--- src/rtl/gate_bist_ctrl_pkg.sv ---
// Shared definitions for the gate-unit self-test sequencer.
// Contents: output bit positions, FSM state encoding and the golden truth table.
// Pure declarations: no logic, no latency, no flow control.
package gate_bist_pkg;

   // Bit positions of the gate-unit outputs on y_in.
   localparam int unsigned Y_AND  = 0;
   localparam int unsigned Y_OR   = 1;
   localparam int unsigned Y_NOT  = 2;
   localparam int unsigned Y_NAND = 3;
   localparam int unsigned Y_NOR  = 4;
   localparam int unsigned Y_XOR  = 5;
   localparam int unsigned Y_XNOR = 6;

   localparam int unsigned Y_W = 7;

   // Sequencer states; the FSM stores these in a plain 2-bit register.
   typedef enum logic [1:0] {
      ST_IDLE   = 2'd0,
      ST_SETTLE = 2'd1,
      ST_CHECK  = 2'd2
   } state_e;

   // Expected gate-unit outputs for a given input pair.
   function automatic logic [Y_W-1:0] golden(input logic a, input logic b);
      logic [Y_W-1:0] y;
      y         = '0;
      y[Y_AND]  = a & b;
      y[Y_OR]   = a | b;
      y[Y_NOT]  = ~a;
      y[Y_NAND] = ~(a & b);
      y[Y_NOR]  = ~(a | b);
      y[Y_XOR]  = a ^ b;
      y[Y_XNOR] = ~(a ^ b);
      return y;
   endfunction

endpackage

--- src/rtl/gate_bist_ctrl_if.sv ---
// Host + gate-unit side bundle for the self-test sequencer.
// Latency: none, wires only.
// Backpressure: none; start is a level request honoured only when idle.
interface gate_bist_ctrl_if;
   import gate_bist_pkg::*;

   logic                 start;
   logic                 abort;
   logic                 a;
   logic                 b;
   logic [Y_W-1:0]       y_in;
   logic                 busy;
   logic                 done;
   logic                 pass;
   logic [3:0]           err_count;
   logic [1:0]           fail_vec;
   logic [Y_W-1:0]       fail_mask;

   // Sequencer side.
   modport slave (
      input  start, abort, y_in,
      output a, b, busy, done, pass, err_count, fail_vec, fail_mask
   );

   // Host / gate-unit side.
   modport master (
      output start, abort, y_in,
      input  a, b, busy, done, pass, err_count, fail_vec, fail_mask
   );

endinterface

--- src/rtl/gate_bist_ctrl.sv ---
// Sweeps the gate unit through all four input vectors, PASSES times, checking outputs against golden.
// Latency: done pulses 4*PASSES*(SETTLE_CYCLES+1) cycles after the accepting start edge.
// Backpressure: start ignored while busy; abort cancels a run and returns to idle next edge.
module gate_bist_ctrl
   import gate_bist_pkg::*;
#(
   parameter int unsigned SETTLE_CYCLES = 2,   // 1..15
   parameter int unsigned PASSES        = 1    // 1..15
) (
   input  logic              clk,
   input  logic              rst_n,
   gate_bist_ctrl_if.slave   bus
);

   localparam logic [1:0] S_IDLE   = ST_IDLE;
   localparam logic [1:0] S_SETTLE = ST_SETTLE;
   localparam logic [1:0] S_CHECK  = ST_CHECK;

   localparam logic [3:0] SETTLE_RELOAD = 4'(SETTLE_CYCLES - 1);
   localparam logic [3:0] LAST_PASS     = 4'(PASSES - 1);
   localparam logic [3:0] ERR_MAX       = 4'd15;

   logic [1:0]     state_q,     state_d;
   logic [1:0]     v_q,         v_d;          // current vector, {a,b}
   logic [3:0]     cnt_q,       cnt_d;        // settle countdown
   logic [3:0]     pass_cnt_q,  pass_cnt_d;
   logic           busy_q,      busy_d;
   logic           done_q,      done_d;
   logic           pass_q,      pass_d;
   logic [3:0]     err_q,       err_d;
   logic [1:0]     fail_vec_q,  fail_vec_d;
   logic [Y_W-1:0] fail_mask_q, fail_mask_d;

   logic [Y_W-1:0] exp_y;
   logic [Y_W-1:0] diff;
   logic           mism;
   logic           last_check;

   // The vector register is also the gate-unit drive; it is parked at 00 whenever idle.
   assign exp_y      = golden(v_q[1], v_q[0]);
   assign diff       = exp_y ^ bus.y_in;
   assign mism       = |diff;
   assign last_check = (v_q == 2'd3) && (pass_cnt_q == LAST_PASS);

   // Next-state logic for the sweep FSM, counters and result registers.
   always_comb begin
      state_d     = state_q;
      v_d         = v_q;
      cnt_d       = cnt_q;
      pass_cnt_d  = pass_cnt_q;
      busy_d      = busy_q;
      done_d      = 1'b0;
      pass_d      = pass_q;
      err_d       = err_q;
      fail_vec_d  = fail_vec_q;
      fail_mask_d = fail_mask_q;

      case (state_q)
         S_IDLE: begin
            // abort wins over a simultaneous start and leaves everything untouched
            if (bus.start && !bus.abort) begin
               v_d         = 2'd0;
               cnt_d       = SETTLE_RELOAD;
               pass_cnt_d  = 4'd0;
               err_d       = 4'd0;
               fail_vec_d  = 2'd0;
               fail_mask_d = '0;
               pass_d      = 1'b0;
               busy_d      = 1'b1;
               state_d     = S_SETTLE;
            end
         end

         S_SETTLE: begin
            if (bus.abort) begin
               state_d = S_IDLE;
               busy_d  = 1'b0;
               pass_d  = 1'b0;
               v_d     = 2'd0;
            end else if (cnt_q == 4'd0) begin
               state_d = S_CHECK;
            end else begin
               cnt_d = cnt_q - 4'd1;
            end
         end

         S_CHECK: begin
            if (bus.abort) begin
               // partial error results are kept; the aborted check is not scored
               state_d = S_IDLE;
               busy_d  = 1'b0;
               pass_d  = 1'b0;
               v_d     = 2'd0;
            end else begin
               if (mism) begin
                  if (err_q != ERR_MAX) begin
                     err_d = err_q + 4'd1;
                  end
                  // err_q is zero exactly until the run's first failure
                  if (err_q == 4'd0) begin
                     fail_vec_d  = v_q;
                     fail_mask_d = diff;
                  end
               end

               if (last_check) begin
                  state_d = S_IDLE;
                  busy_d  = 1'b0;
                  done_d  = 1'b1;
                  pass_d  = (err_d == 4'd0);
                  v_d     = 2'd0;
               end else begin
                  if (v_q == 2'd3) begin
                     pass_cnt_d = pass_cnt_q + 4'd1;
                  end
                  v_d     = v_q + 2'd1;
                  cnt_d   = SETTLE_RELOAD;
                  state_d = S_SETTLE;
               end
            end
         end

         default: begin
            state_d = S_IDLE;
            busy_d  = 1'b0;
            v_d     = 2'd0;
         end
      endcase
   end

   // State and result registers with synchronous active-low reset.
   always_ff @(posedge clk) begin
      if (!rst_n) begin
         state_q     <= S_IDLE;
         v_q         <= 2'd0;
         cnt_q       <= 4'd0;
         pass_cnt_q  <= 4'd0;
         busy_q      <= 1'b0;
         done_q      <= 1'b0;
         pass_q      <= 1'b0;
         err_q       <= 4'd0;
         fail_vec_q  <= 2'd0;
         fail_mask_q <= '0;
      end else begin
         state_q     <= state_d;
         v_q         <= v_d;
         cnt_q       <= cnt_d;
         pass_cnt_q  <= pass_cnt_d;
         busy_q      <= busy_d;
         done_q      <= done_d;
         pass_q      <= pass_d;
         err_q       <= err_d;
         fail_vec_q  <= fail_vec_d;
         fail_mask_q <= fail_mask_d;
      end
   end

   assign bus.a         = v_q[1];
   assign bus.b         = v_q[0];
   assign bus.busy      = busy_q;
   assign bus.done      = done_q;
   assign bus.pass      = pass_q;
   assign bus.err_count = err_q;
   assign bus.fail_vec  = fail_vec_q;
   assign bus.fail_mask = fail_mask_q;

endmodule

--- src/flat_wrapper.sv ---
// flat-port wrapper written by rule: the top's interface ports become plain ports
module gate_bist_ctrl_flat import gate_bist_pkg::*;
#(
   parameter int unsigned SETTLE_CYCLES = 2,           
   parameter int unsigned PASSES        = 1            
)
  (clk, rst_n, bus_start, bus_abort, bus_y_in, bus_a, bus_b, bus_busy, bus_done, bus_pass, bus_err_count, bus_fail_vec, bus_fail_mask);
  gate_bist_ctrl_if bus_i ();
  input  logic clk;
  input  logic rst_n;
  input wire logic [$bits(bus_i.start)-1:0] bus_start;
  input wire logic [$bits(bus_i.abort)-1:0] bus_abort;
  input wire logic [$bits(bus_i.y_in)-1:0] bus_y_in;
  output wire logic [$bits(bus_i.a)-1:0] bus_a;
  output wire logic [$bits(bus_i.b)-1:0] bus_b;
  output wire logic [$bits(bus_i.busy)-1:0] bus_busy;
  output wire logic [$bits(bus_i.done)-1:0] bus_done;
  output wire logic [$bits(bus_i.pass)-1:0] bus_pass;
  output wire logic [$bits(bus_i.err_count)-1:0] bus_err_count;
  output wire logic [$bits(bus_i.fail_vec)-1:0] bus_fail_vec;
  output wire logic [$bits(bus_i.fail_mask)-1:0] bus_fail_mask;
  assign bus_i.start = bus_start;
  assign bus_i.abort = bus_abort;
  assign bus_i.y_in = bus_y_in;
  assign bus_a = bus_i.a;
  assign bus_b = bus_i.b;
  assign bus_busy = bus_i.busy;
  assign bus_done = bus_i.done;
  assign bus_pass = bus_i.pass;
  assign bus_err_count = bus_i.err_count;
  assign bus_fail_vec = bus_i.fail_vec;
  assign bus_fail_mask = bus_i.fail_mask;
  gate_bist_ctrl #(.SETTLE_CYCLES(SETTLE_CYCLES), .PASSES(PASSES)) u_core (.clk(clk), .rst_n(rst_n), .bus(bus_i));
endmodule
--- config.mk ---
export PLATFORM = sky130hd
export DESIGN_NAME = gate_bist_ctrl_flat
export DESIGN_NICKNAME = d
export VERILOG_FILES = /design/src/rtl/gate_bist_ctrl_pkg.sv /design/src/rtl/gate_bist_ctrl_if.sv /design/src/rtl/gate_bist_ctrl.sv /design/src/flat_wrapper.sv
export SDC_FILE = /design/constraint.sdc
export NUM_CORES = 1
export LEC_CHECK = 0
export ABC_AREA = 1
export CORE_ASPECT_RATIO = 1.75
export CORE_MARGIN = 3
export CORE_UTILIZATION = 34
export DETAILED_ROUTE_END_ITERATION = 12
export GPL_TIMING_DRIVEN = 0
export PLACE_DENSITY = 0.56
export RECOVER_POWER = 25
export SLEW_MARGIN = 20
export SYNTH_ARGS = -nofsm -noshare
export SYNTH_HDL_FRONTEND = slang
export SYNTH_SLANG_ARGS = --single-unit
--- constraint.sdc ---
create_clock -name clk -period 1.7 [get_ports clk]
set_input_delay 0.51 -clock clk [delete_from_list [all_inputs] [get_ports clk]]
set_output_delay 0.51 -clock clk [all_outputs]
set_load 0.01 [all_outputs]
Word level (Yosys, flattened, before mapping)
Cells that the tools add are included.
{"block": "word_totals", "ff_bits": 28, "word_cells": 106}
{"block": "op_classes", "n_addsub": 4, "n_eq_ne": 15, "mux": 47, "bitwise": 10, "reduce_logical": 20}
{"operator": "2-to-1 mux 4 bit", "n": 14}
{"operator": "2-to-1 mux 7 bit", "n": 4}
{"operator": "2-to-1 mux 2 bit", "n": 11}
{"operator": "logical NOT 4 bit", "n": 4}
{"operator": "case mux 4 bit (2 select lines)", "n": 2}
{"operator": "case mux 7 bit (2 select lines)", "n": 1}
{"operator": "case mux 2 bit (3 select lines)", "n": 2}
{"operator": "case mux 4 bit (3 select lines)", "n": 1}
{"operator": "inequality test 2 bit, second input constant", "n": 5}
{"operator": "AND reduction 5 bit", "n": 2}
{"operator": "2-to-1 mux 1 bit", "n": 9}
{"operator": "adder 4 x 1 -> 4 bit, second input constant", "n": 2}
{"operator": "inequality test 2 x 1 -> 1 bit, second input constant", "n": 4}
{"operator": "OR reduction 7 bit", "n": 1}
{"operator": "bitwise XOR 7 bit", "n": 1}
{"operator": "inequality test 3 x 2 -> 1 bit, second input constant", "n": 2}
{"operator": "NOT 1 bit", "n": 6}
{"operator": "case mux 1 bit (3 select lines)", "n": 2}
{"operator": "AND reduction 3 bit", "n": 2}
{"operator": "AND reduction 6 bit", "n": 1}
{"operator": "equality test 2 bit, second input constant", "n": 2}
{"operator": "inequality test 4 bit, second input constant", "n": 1}
{"operator": "case mux 2 bit (2 select lines)", "n": 1}
{"operator": "AND reduction 2 bit", "n": 2}
{"operator": "other kinds (13)", "n": 14}

Longest topological paths before layout
Gate-level depths: netlist of the first run.
{"block": "depth", "word_depth": 11, "mapped_depth": 13, "mapped_depth_nobuf": 13}

Worst setup path after synthesis of the first run
Ideal clock, no wire load.
{"block": "synth_timing", "path_kind": "flip-flop to flip-flop", "startpoint": "register u_core.v_q[0]", "endpoint": "register u_core.fail_mask_q[6] (netlist: u_core.bus.fail_mask[6])", "setup_time_ns": 0.115, "arrival_ns": 1.697, "setup_slack_ns": -0.111, "stages_incl_launch_ff": 14, "path_buffers": 1, "period_less_slack_ns": 1.811, "cell_sequence": "dfxtp_1 inv_1 ha_1 inv_1 nand2_1 nand2_1 nand2_1 nor2_4 nand2_4 nand3_2 nand2_4 buf_6 o21ai_1 nor2_1"}
{"block": "synth_via", "elab_chain_len": 7}
{"element": "start: declaration", "line": "gate_bist_ctrl.sv:24", "source": "logic [1:0] v_q, v_d;"}
{"element": "start signal: assignment", "line": "gate_bist_ctrl.sv:146", "source": "v_q <= v_d;"}
{"element": "bitwise XOR 1 bit", "line": "gate_bist_ctrl_pkg.sv:33, gate_bist_ctrl_pkg.sv:34"}
{"element": "NOT 1 bit", "line": "gate_bist_ctrl_pkg.sv:34", "source": "y[Y_XNOR] = ~(a ^ b);"}
{"element": "bitwise XOR 7 bit (*)", "line": "gate_bist_ctrl.sv:41", "source": "assign diff = exp_y ^ bus.y_in;"}
{"element": "2-to-1 mux 7 bit", "line": "gate_bist_ctrl.sv:100", "source": "if (err_q == 4'd0) begin"}
{"element": "2-to-1 mux 7 bit", "line": "gate_bist_ctrl.sv:95", "source": "if (mism) begin"}
{"element": "2-to-1 mux 7 bit", "line": "gate_bist_ctrl.sv:88", "source": "if (bus.abort) begin"}
{"element": "case mux 7 bit (2 select lines)", "line": "gate_bist_ctrl.sv:58", "source": "case (state_q)"}
{"element": "end signal: assignment", "line": "gate_bist_ctrl.sv:154", "source": "fail_mask_q <= fail_mask_d;"}
{"element": "end: declaration", "line": "gate_bist_ctrl.sv:32", "source": "logic [Y_W-1:0] fail_mask_q, fail_mask_d;"}
Mark *: on every way between the ends. The rest lies on a longest branch, timed or not. The select of a mux whose other input is x is not followed.
A chain may end at the register's enable or synchronous reset.

Final worst setup path of the first run
{"block": "layout_timing", "startpoint": "input bus_y_in[5]", "endpoint": "register u_core.fail_mask_q[6] (netlist: u_core.bus.fail_mask[6])"}
{"block": "layout_via", "elab_chain_len": 4}
{"element": "start: declaration", "line": "flat_wrapper.sv:13", "source": "input wire logic [$bits(bus_i.y_in)-1:0] bus_y_in;"}
{"element": "bitwise XOR 7 bit", "line": "gate_bist_ctrl.sv:41"}
{"element": "OR reduction 7 bit", "line": "gate_bist_ctrl.sv:42", "source": "assign mism = |diff;"}
{"element": "inequality test 2 x 1 -> 1 bit (no source line)"}
{"element": "AND reduction 5 bit (no source line)"}
Every way passes these cells.

==> flow_metrics.py, run 1 <==
metrics = {
    "routing": {
        "wl_per_cell_um": 11.88,
        "drt_pass1_iterations": 4,
        "vias": 1554,
        "ant_nets": 0,
        "via_per_inst": 4.871,
        "drt_iter0_markers": 34,
        "drc": 0,
        "drt_wl_total_mm": 3.789,
    },
    "worst_setup_path": {
        "critical-path-max-stage-delay_ns": 0.49,
        "crit_family": "buffers and inverters",
        "crit_chain": "clkdlybuf4s50_1, inv_1, nand2_2, nand2_2, nand2_2, nor2_4, nand2_4, nand3_4, nand2_8, inv_1, a21oi_1, nor2_1",
        "worstSetupStartpointType": "input port",
        "cpMostUsedCell": "nand2_2",
        "cp-end-kind": "register",
        "required_ns": 1.87,
        "r2r-start": "u_core.v_q[1]",
        "path_class": "input port to register",
        "critPathBufInv": 3,
        "slowest_stage": "clkdlybuf4s50_1",
        "startpoint": "bus_y_in[5]",
        "arrival_ns": 1.90,
        "worst-path-max-fanout": 8,
    },
    "global_route": {
        "grt-ovfl-total": 0,
        "track_usage_pct": 14.58,
        "grt_pass1_vias": 1509,
        "grt_max_degree": 15,
        "antenna_found_initial": 0,
        "grt_first_pass_wirelength_mm": 6.492,
    },
    "cells_and_area": {
        "area_growth_pct": 35.60,
        "fillers": 466,
        "diodes": 0,
        "finalInstanceArea_mm2": 0.002150,
        "final_core_util_pct": 48.37,
        "nets": 288,
        "drive_above_1_share_pct": 25.37,
    },
    "die": {
        "die_area_mm2": 0.005550,
        "core_area_mm2": 0.004444,
        "die_height_um": 96.33,
        "die_w_um": 57.62,
        "io_pins": 29,
        "rows": 32,
        "start_util_pct": 35.67,
    },
    "synthesis": {
        "yosys-top-cells-area": "dfxtp_1 35%, nand2_1 14%, a21oi_1 7.3%",
        "netlist.area_leader.share_pct": 35.36,
        "muxShareOfSynthArea_pct": 0,
        "synth_ff_type": "dfxtp_1",
        "synth_xor_area_share_pct": 1.105,
        "synth_simple_gate_area_share_pct": 33.86,
        "synth_nets": 246,
        "yosysUniqueCellTypes": 29,
        "synth-adder-area-share_pct": 5.525,
        "synth_top_family_by_area": "simple AND/OR/NAND/NOR gates",
        "syn_area_mm2": 0.001585,
        "ys_seq_elements": 28,
        "async_reset_ff_share_pct": 0,
        "synthCells": 228,
        "synth_enable_flop_cells": 0,
        "synth_common_cells": "58 x nand2_1, 28 x dfxtp_1, 28 x inv_1, 23 x a21oi_1, 19 x nand3_1",
        "avgSynthCellArea_um2": 6.953,
        "yosys.area.top_type": "dfxtp_1",
        "yosys_warnings": 0,
        "synth.most_common_cell": "nand2_1",
        "seq_area_frac_synth_pct": 35.36,
        "synth-compound-area-share_pct": 14.36,
    },
    "placed_design": {
        "place_area_mm2": 0.001944,
        "port_buffers": 28,
        "place_hpwl_mm": 2.876,
        "gp_congestion": 0.7922,
    },
    "clock_network": {
        "cts_tree": "built",
        "cts_buffers": 3,
        "clock-sinks": 28,
        "clk_pin_slew_worst_paths_ns": 0.09,
        "clk_latency_ns": 0.27,
        "cts_root_buf": "clkbuf_8",
        "cts_buffer_depth": 2,
        "h-tree-depth": 1,
    },
    "run_status": {
        "status": "complete, but fails checks",
        "violations": "negative setup slack",
    },
    "sta": {
        "slew_viol_final": 0,
        "layout_setup_ws_ns": -0.03419,
        "finalCritPeriodShare_pct": 102.0,
        "setup_viol": 5,
        "relSlewSlack_pct": 68.17,
        "fin_crit_ns": 1.734,
        "tightest_slew_ns": 0.4775,
        "timing.fmax_mhz": 576.6,
        "rsz0062_at_grt": "yes",
        "finalSetupTns_ns": -0.1081,
        "finalHoldViolations": 0,
        "finClkSkew_ns": 0.004188,
    },
    "worst_hold_path": {
        "worstHoldPathType": "register to register",
        "worstHoldStart": "u_core.bus.busy",
    },
    "flow_run": {
        "maxCapViolCount": 0,
    },
    "power": {
        "power_leakage_nw": 0.9519,
        "p_per_area_mw_per_mm2": 627.5,
        "ir_drop_uv": 533.4,
        "power_mw": 1.349,
    },
}
final timing paths:
kind / to / slack (ns) / depth (start not counted)
setup / recovery: u_core.bus.fail_mask[6] / -0.03 / 12
hold reg to reg: u_core.bus.busy / 0.48 / 2
setup reg to reg: u_core.bus.fail_mask[4] / 0 / 13
hold / removal: u_core.bus.busy / 0.48 / 2
routing by layer:
| metal | GRT usage [%] | wire length, um | vias to the layer above | share of wire, % |
|---|---|---|---|---|
| met5 | 0 | 0 | - | 0 |
| met1 | 16.18 | 1568 | 710 | 41 |
| met2 | 27.74 | 2092 | 20 | 55 |
| met3 | 1.611 | 95 | 2 | 2.5 |
| li1 | - | - | 822 | - |
| met4 | 5.222 | 32 | 0 | 0.84 |
layout make-up:
type | instances | area, um^2 | area share [%]
clock buffers | 3 | 41.29 | 1.921
inverters | 35 | 136.4 | 6.345
well taps | 51 | 63.81 | 2.969
flip-flops and latches | 28 | 580.6 | 27.01
multi-input cells | 161 | 964.7 | 44.88
repair buffers | 37 | 339.1 | 15.77
plain buffers | 4 | 23.77 | 1.106
cell families (layout without fill, tap and decap cells):
kind of cell	after synthesis	after routing
compound gates	41	41
xor+xnor	2	2
fa+ha+maj	7	7
buf+inv	39	79
flops	28	28
simple gates	111	111
repair_timing:
item / 4_1_cts / 5_1_grt
hold buffers: 0 / 0
setup endpoints to repair: 25 / 23
pin swaps: 12 / 11
gates resized for setup: 43 / 24
buffers inserted: 3 / 5
gates cloned: 1 / 0
worst reg2reg max path, cell delays in order (launching register included):
cell and delay [ns]:
dfxtp_4 0.39, inv_4 0.04, ha_4 0.26, inv_2 0.05, nand2_2 0.05, nand2_2 0.07, nand2_2 0.06, nor2_4 0.13
nand2_4 0.09, nand3_4 0.09, nand2_8 0.08, buf_6 0.14, o21ai_2 0.11, a21oi_2 0.04
power breakdown:
part           switching (mW)  leakage (nW)  internal, mW
clock network           0.198        0.0216         0.159
logic                   0.161         0.697         0.127
registers              0.0229         0.233         0.682
total                   0.381         0.952         0.967
layout by cell type (no fill, tap or decap), types with 2 or more instances in the layout:
cell,instances
dlymetal6s2s_1,2
o21ai_1,4
inv_4,2
buf_6,2
dlygate4sd2_1,14
nor2_1,10
a211oi_1,2
a21oi_1,20
nand2_1,48
nor2_2,2
clkbuf_8,3
dfxtp_1,22
nand2_2,11
ha_1,5
clkbuf_1,2
dfxtp_4,5
o21ai_2,5
nor3_1,6
nand2_4,2
inv_1,24
nand3_1,19
clkdlybuf4s50_1,6
or2_2,2
nor2_4,4
nand4_1,3
inv_2,9
o21ai_0,3
buf_4,8
clkdlybuf4s25_1,6
a21oi_2,4
stage by stage:
stage	hold WS, ns	setup WS (ns)	cells
6_report	0.4791	-0.03419	319
5_1_grt	0.5261	-0.1137	319
4_1_cts	0.4791	-0.01418	314
3_5_place_dp	0.4642	-0.4473	307
3_3_place_gp	0.4602	-0.4406	307
2_1_floorplan	0.4442	0.006605	228
sequential cells by signal, summed over array words and instances (netlist names):
name                  count
u_core.bus.pass           1
u_core.v_q                2
u_core.bus.err_count      4
u_core.bus.fail_vec       2
u_core.bus.done           1
u_core.pass_cnt_q         4
u_core.cnt_q              4
u_core.state_q            2
u_core.bus.busy           1
u_core.bus.fail_mask      7
(Power assumes the default switching activity.)
==> inputs of run 2 (changes only) <==
--- a/config.mk
+++ b/config.mk
@@ -5,13 +5,13 @@
 export SDC_FILE = /design/constraint.sdc
 export NUM_CORES = 1
 export LEC_CHECK = 0
-export ABC_AREA = 1
 export CORE_ASPECT_RATIO = 1.75
 export CORE_MARGIN = 3
 export CORE_UTILIZATION = 34
 export DETAILED_ROUTE_END_ITERATION = 12
 export GPL_TIMING_DRIVEN = 0
-export PLACE_DENSITY = 0.56
+export MAX_ROUTING_LAYER = met4
+export PLACE_DENSITY = 0.55
 export RECOVER_POWER = 25
 export SLEW_MARGIN = 20
 export SYNTH_ARGS = -nofsm -noshare
==> run 2 against run 1 <==
  * The run still ends with negative setup slack left
  * Final cell count is 9.7% lower
  * Synthesized cell count is 16% lower
  * Critical path depth is 5 lower
  * Combinational power is 24% lower
  * Sequential cell count stayed put
  * Register-to-register slack worse by 0.26 ns
  * Power is 6.6% lower
  * Core utilization is 3.4 points higher
  * Wire length is 24% higher
  * Critical path type is now register to register
  * Highest routed layer unchanged
==> flow_metrics.py, run 2 <==
metrics = {
    "sta": {
        "finClkSkew_ns": 0.008184,
        "layout_setup_ws_ns": -0.2614,
        "relSlewSlack_pct": 63.30,
        "slew_viol_final": 0,
        "timing.fmax_mhz": 509.8,
        "hold-worst-slack_ns": 0.4702,
        "finalCritPeriodShare_pct": 115.4,
        "rsz0062_at_grt": "yes",
        "setup_viol": 17,
        "fin_crit_ns": 1.961,
        "tightest_slew_ns": 0.5494,
        "finalHoldViolations": 0,
    },
    "clock_network": {
        "cts_buffers": 3,
        "clk_pin_slew_worst_paths_ns": 0.10,
        "cts_buffer_depth": 2,
        "cts_root_buf": "clkbuf_8",
        "h-tree-depth": 1,
        "clk_latency_ns": 0.27,
        "clock-sinks": 28,
        "cts_tree": "built",
        "hold_buffers": 0,
    },
    "placed_design": {
        "port_buffers": 27,
        "gp_congestion": 0.9309,
        "place_hpwl_mm": 3.408,
    },
    "routing": {
        "drt_pass1_iterations": 4,
        "ant_nets": 0,
        "drc": 0,
        "drt_iter0_markers": 90,
        "via_per_inst": 5.441,
        "drt_wl_total_mm": 4.698,
        "wl_per_cell_um": 16.31,
        "vias": 1567,
    },
    "die": {
        "die_area_mm2": 0.005903,
        "die_w_um": 59.38,
        "die_height_um": 99.42,
        "rows": 33,
        "start_util_pct": 35.70,
        "io_pins": 29,
        "core_area_mm2": 0.004748,
    },
    "synthesis": {
        "yosysUniqueCellTypes": 53,
        "netlist.area_leader.share_pct": 33.06,
        "avgSynthCellArea_um2": 8.830,
        "synth_enable_flop_cells": 0,
        "ys_seq_elements": 28,
        "synthCells": 192,
        "yosys-top-cells-area": "dfxtp_1 33%, ha_1 5.2%, mux2i_1 4.7%",
        "synth_nets": 210,
        "yosys.area.top_type": "dfxtp_1",
        "seq_area_frac_synth_pct": 33.06,
        "yosys_warnings": 0,
        "async_reset_ff_share_pct": 0,
        "synth_common_cells": "28 x dfxtp_1, 18 x nand2_1, 11 x inv_1, 10 x nand3_1, 10 x nor2_1",
        "synth_ff_type": "dfxtp_1",
        "synth.most_common_cell": "dfxtp_1",
        "syn_area_mm2": 0.001695,
    },
    "power": {
        "power_leakage_nw": 1.018,
        "p_per_area_mw_per_mm2": 512.7,
        "power_mw": 1.261,
        "ir_drop_uv": 469.0,
    },
    "cells_and_area": {
        "layout_common_cells": "20 x dfxtp_1, 16 x nand2_1, 14 x dlygate4sd2_1",
        "drive_above_1_share_pct": 31.78,
        "diodes": 0,
        "final_common_cell": "dfxtp_1",
        "largest_reg_flops": 7,
        "nets": 255,
        "area_growth_pct": 45.02,
    },
    "worst_setup_path": {
        "worst-path-max-fanout": 4,
        "worstSetupStartpointType": "register",
        "cp-end-kind": "register",
        "path_class": "register to register",
        "required_ns": 1.88,
        "r2r-start": "u_core.v_q[1]",
        "reg2reg_depth": 7,
        "r2r_setup_slack_ns": -0.26,
        "arrival_ns": 2.14,
        "startpoint": "u_core.v_q[1]",
    },
    "global_route": {
        "use_met1_pct": 19.09,
        "antenna_found_initial": 0,
        "grt_pass1_vias": 1643,
        "track_usage_pct": 17.21,
        "grt_first_pass_wirelength_mm": 7.693,
        "grt-busiest-layer": "met2",
        "grt-ovfl-total": 0,
        "globalRouteMet3Util_pct": 2.078,
        "grt_max_degree": 16,
        "use_met2_pct": 29.91,
    },
    "run_status": {
        "violations": "negative setup slack",
        "status": "complete, but fails checks",
    },
    "flow_run": {
        "maxCapViolCount": 0,
    },
    "worst_hold_path": {
        "worstHoldStart": "u_core.bus.fail_vec[0]",
        "worstHoldPathType": "register to register",
        "hold_path_depth": 2,
    },
}
## run 2: cell families after synthesis
| kind of cell | count (synthesis) | synth area share, % |
|---|---|---|
| buf+inv | 19 | 4.870 |
| mux | 8 | 4.723 |
| fa+ha+maj | 7 | 5.166 |
| compound gates | 37 | 17.56 |
| xor+xnor | 9 | 4.650 |
| flops | 28 | 33.06 |
| simple gates | 84 | 29.96 |
## run 2: power by group
part	leakage, nW	internal, mW	switching (mW)	total (mW)
Clock	0.0231	0.162	0.206	0.368
Combinational	0.764	0.102	0.115	0.217
Sequential	0.231	0.662	0.0129	0.675
## run 2: what timing repair did
action,4_1_cts,5_1_grt
cloned,0,0
gates resized for setup,54,24
pin swaps,17,12
setup endpoints to repair,30,30
setup buffers,13,3
endpoints found under the hold margin,0,0
## run 2: critical path: stages, from the launching register on
cell and delay [ns]:
dfxtp_4 0.40, inv_4 0.04, ha_4 0.25, and3b_2 0.25
o22a_4 0.24, a2111oi_4 0.34, nor3_2 0.09, nor4b_2 0.25
## run 2: worst paths after layout
path	endpoint
setup / recovery	u_core.bus.pass
hold / removal	u_core.bus.fail_vec[0]
setup reg to reg	u_core.bus.pass
hold reg to reg	u_core.bus.fail_vec[0]
## run 2: metal layers
metal / part of all wire, % / vias to the layer above / routed length (um)
met1: 38 / 764 / 1803
met5: 0 / - / 0
met4: 1.4 / 0 / 65
li1: - / 772 / -
met2: 57 / 25 / 2682
met3: 3.1 / 6 / 145
## run 2: metrics by stage
stage	cells	setup slack (ns)	utilization (%)	TNS [ns]	instance area, um^2
after global routing	288	-0.3060	51.78	-3.877	2459
after detailed placement	271	-0.7333	44.16	-11.82	2097
after floorplan	192	-0.1198	-	-0.5595	1762
final	288	-0.2614	51.78	-2.212	2459
after CTS	287	-0.2335	50.20	-2.252	2384
after global placement	271	-0.6927	44.16	-11.06	2097
## run 2: area by class of cell
class	instances	area [um^2]
Sequential cell	28	580.6
Timing Repair Buffer	42	394.1
Buffer	6	32.53
Tap cell	52	65.06
Multi-Input combinational cell	145	1295
Clock inverter	1	3.754
Fill cell	443	2290
Inverter	11	46.29
Clock buffer	3	41.29
==> inputs of run 3 (changes only) <==
--- a/config.mk
+++ b/config.mk
@@ -13,7 +13,8 @@
 export MAX_ROUTING_LAYER = met4
 export PLACE_DENSITY = 0.55
 export RECOVER_POWER = 25
-export SLEW_MARGIN = 20
+export SETUP_SLACK_MARGIN = 0.02
+export SKIP_CTS_REPAIR_TIMING = 1
 export SYNTH_ARGS = -nofsm -noshare
 export SYNTH_HDL_FRONTEND = slang
 export SYNTH_SLANG_ARGS = --single-unit
==> run 3 against run 2 <==
  * The run still ends with negative setup slack left
  * Wire length shrank 0.98%
  * Sequential share of layout area fell by 0.29 points
  * Final cell count shrank 0.69%
  * Fmax is 1.3% higher
  * Largest power group unchanged
==> flow_metrics.py, run 3 (same netlist as run 2, synthesis figures left out) <==
metrics = {
    "clock_network": {
        "cts_buffer_depth": 2,
        "clk_latency_ns": 0.28,
        "clk_pin_slew_worst_paths_ns": 0.11,
        "clock-sinks": 28,
        "cts_tree": "built",
        "cts_root_buf": "clkbuf_8",
        "h-tree-depth": 1,
        "cts_buffers": 3,
    },
    "cells_and_area": {
        "final_cells": 286,
        "final_common_cell": "dfxtp_1",
        "layout_common_cells": "21 x dfxtp_1, 16 x nand2_1, 16 x dlymetal6s2s_1",
        "final_core_util_pct": 51.86,
        "largest_reg_flops": 7,
        "diodes": 0,
        "area_growth_pct": 45.24,
        "drive_above_1_share_pct": 29.49,
        "nets": 253,
    },
    "worst_setup_path": {
        "reg2reg_depth": 7,
        "cp-end-kind": "register",
        "r2r-start": "u_core.v_q[0]",
        "crit_chain": "inv_4, ha_4, and3b_2, o22a_1, a2111oi_2, nor3_1, nor4b_1",
        "r2r_end": "u_core.bus.pass",
        "required_ns": 1.88,
        "r2r_setup_slack_ns": -0.24,
        "path_class": "register to register",
        "critical-path-max-stage-delay_ns": 0.40,
        "startpoint": "u_core.v_q[0]",
        "slowest_stage": "dfxtp_4",
        "endpoint": "u_core.bus.pass",
        "worst-path-max-fanout": 5,
        "worstSetupStartpointType": "register",
        "arrival_ns": 2.12,
    },
    "power": {
        "p_switching_uw": 347.2,
        "power_leakage_nw": 1.113,
        "power.share.clock_pct": 37.2,
        "combPwrFrac_pct": 15.6,
        "p_per_area_mw_per_mm2": 585.0,
        "switching_share_pct": 24.11,
        "p_seq_share_pct": 47.1,
        "ir_drop_uv": 367.8,
        "internal_power_mw": 1.093,
    },
    "sta": {
        "fin_crit_ns": 1.936,
        "slew_viol_final": 0,
        "rsz0062_at_grt": "yes",
        "tightest_slew_ns": 0.5600,
        "setup_viol": 19,
        "finalHoldViolations": 0,
        "timing.fmax_mhz": 516.5,
        "relSlewSlack_pct": 62.67,
        "finClkSkew_ns": 0.01051,
        "finalSetupTns_ns": -1.854,
        "layout_setup_ws_ns": -0.2361,
        "finalCritPeriodShare_pct": 113.9,
    },
    "global_route": {
        "antenna_found_initial": 0,
        "grt-ovfl-total": 0,
        "globalRouteMet3Util_pct": 1.818,
        "grt-busiest-layer": "met2",
        "grt_first_pass_wirelength_mm": 7.431,
        "use_met2_pct": 30.24,
        "grt_max_degree": 17,
        "track_usage_pct": 16.60,
        "grt_pass1_vias": 1559,
        "use_met1_pct": 18.27,
    },
    "die": {
        "die_height_um": 99.42,
        "core_area_mm2": 0.004748,
        "start_util_pct": 35.70,
        "die_area_mm2": 0.005903,
        "rows": 33,
        "io_pins": 29,
        "die_w_um": 59.38,
    },
    "routing": {
        "via_per_inst": 5.563,
        "drt_wl_total_mm": 4.652,
        "drt_iter0_markers": 34,
        "vias": 1591,
        "drt_pass1_iterations": 4,
        "drc": 0,
        "ant_nets": 0,
        "wl_per_cell_um": 16.27,
    },
    "placed_design": {
        "place_hpwl_mm": 3.490,
        "placed_cells": 271,
        "dp_slack_ns": -0.7586,
        "gp_congestion": 0.8305,
        "port_buffers": 27,
    },
    "run_status": {
        "violations": "negative setup slack",
        "status": "complete, but fails checks",
    },
    "flow_run": {
        "maxCapViolCount": 0,
    },
    "worst_hold_path": {
        "worstHoldPathType": "register to register",
    },
}
[run 3: layout make-up]
type / instances / area (um^2)
timing repair buffer: 40 / 422.9
fill: 456 / 2286
clock buffer: 3 / 41.29
tap: 52 / 65.06
sequential: 28 / 574.3
inverter: 11 / 43.79
clock inverter: 1 / 30.03
buffer: 6 / 33.78
multi-input combinational: 145 / 1251
[run 3: routing by layer]
layer  up-vias  part of all wire (%)
met5         -                     0
met4         0                   2.1
met3        11                   3.6
met2        40                    58
met1       767                    37
li1        773                     -
[run 3: power by group through the flow]
stage	logic, mW	registers, mW	clock network [mW]
6_report	0.225	0.679	0.536
5_1_grt	0.244	0.681	0.575
4_1_cts	0.180	0.675	0.554
3_5_place_dp	0.180	0.690	0
3_3_place_gp	0.173	0.689	0
2_1_floorplan	0.113	0.688	0
[run 3: how the worst min path moves through the flow]
stage / start / endpoint / slack (ns) / cells past startpoint
2_1_floorplan: u_core.bus.fail_mask[0] / u_core.bus.fail_mask[0] / 0.48 / 2
3_3_place_gp: u_core.bus.fail_mask[5] / u_core.bus.fail_mask[5] / 0.44 / 2
3_5_place_dp: u_core.bus.fail_vec[0] / u_core.bus.fail_vec[0] / 0.45 / 2
4_1_cts: u_core.bus.fail_mask[0] / u_core.bus.fail_mask[0] / 0.47 / 2
5_1_grt: u_core.bus.fail_mask[0] / u_core.bus.fail_mask[0] / 0.49 / 2
6_report: u_core.bus.fail_vec[0] / u_core.bus.fail_vec[0] / 0.46 / 2
[run 3: stage by stage]
stage                     area [um^2]  power [mW]  hold slack [ns]
final                            2462       1.440           0.4619
after global routing             2462       1.500           0.4885
after CTS                        2171       1.410           0.4672
after detailed placement         2100      0.8700           0.4505
after global placement           2100      0.8619           0.4445
after floorplan                  1764      0.8018           0.4790
[run 3: critical path: cells and delay by family, from the launching register on]
| family | cells | cell delay [ns] |
|---|---|---|
| and+or+nand+nor | 3 | 0.61 |
| adders and majority gates | 1 | 0.25 |
| DFF | 1 | 0.40 |
| buffers and inverters | 1 | 0.04 |
| AOI/OAI and AO/OA | 2 | 0.54 |
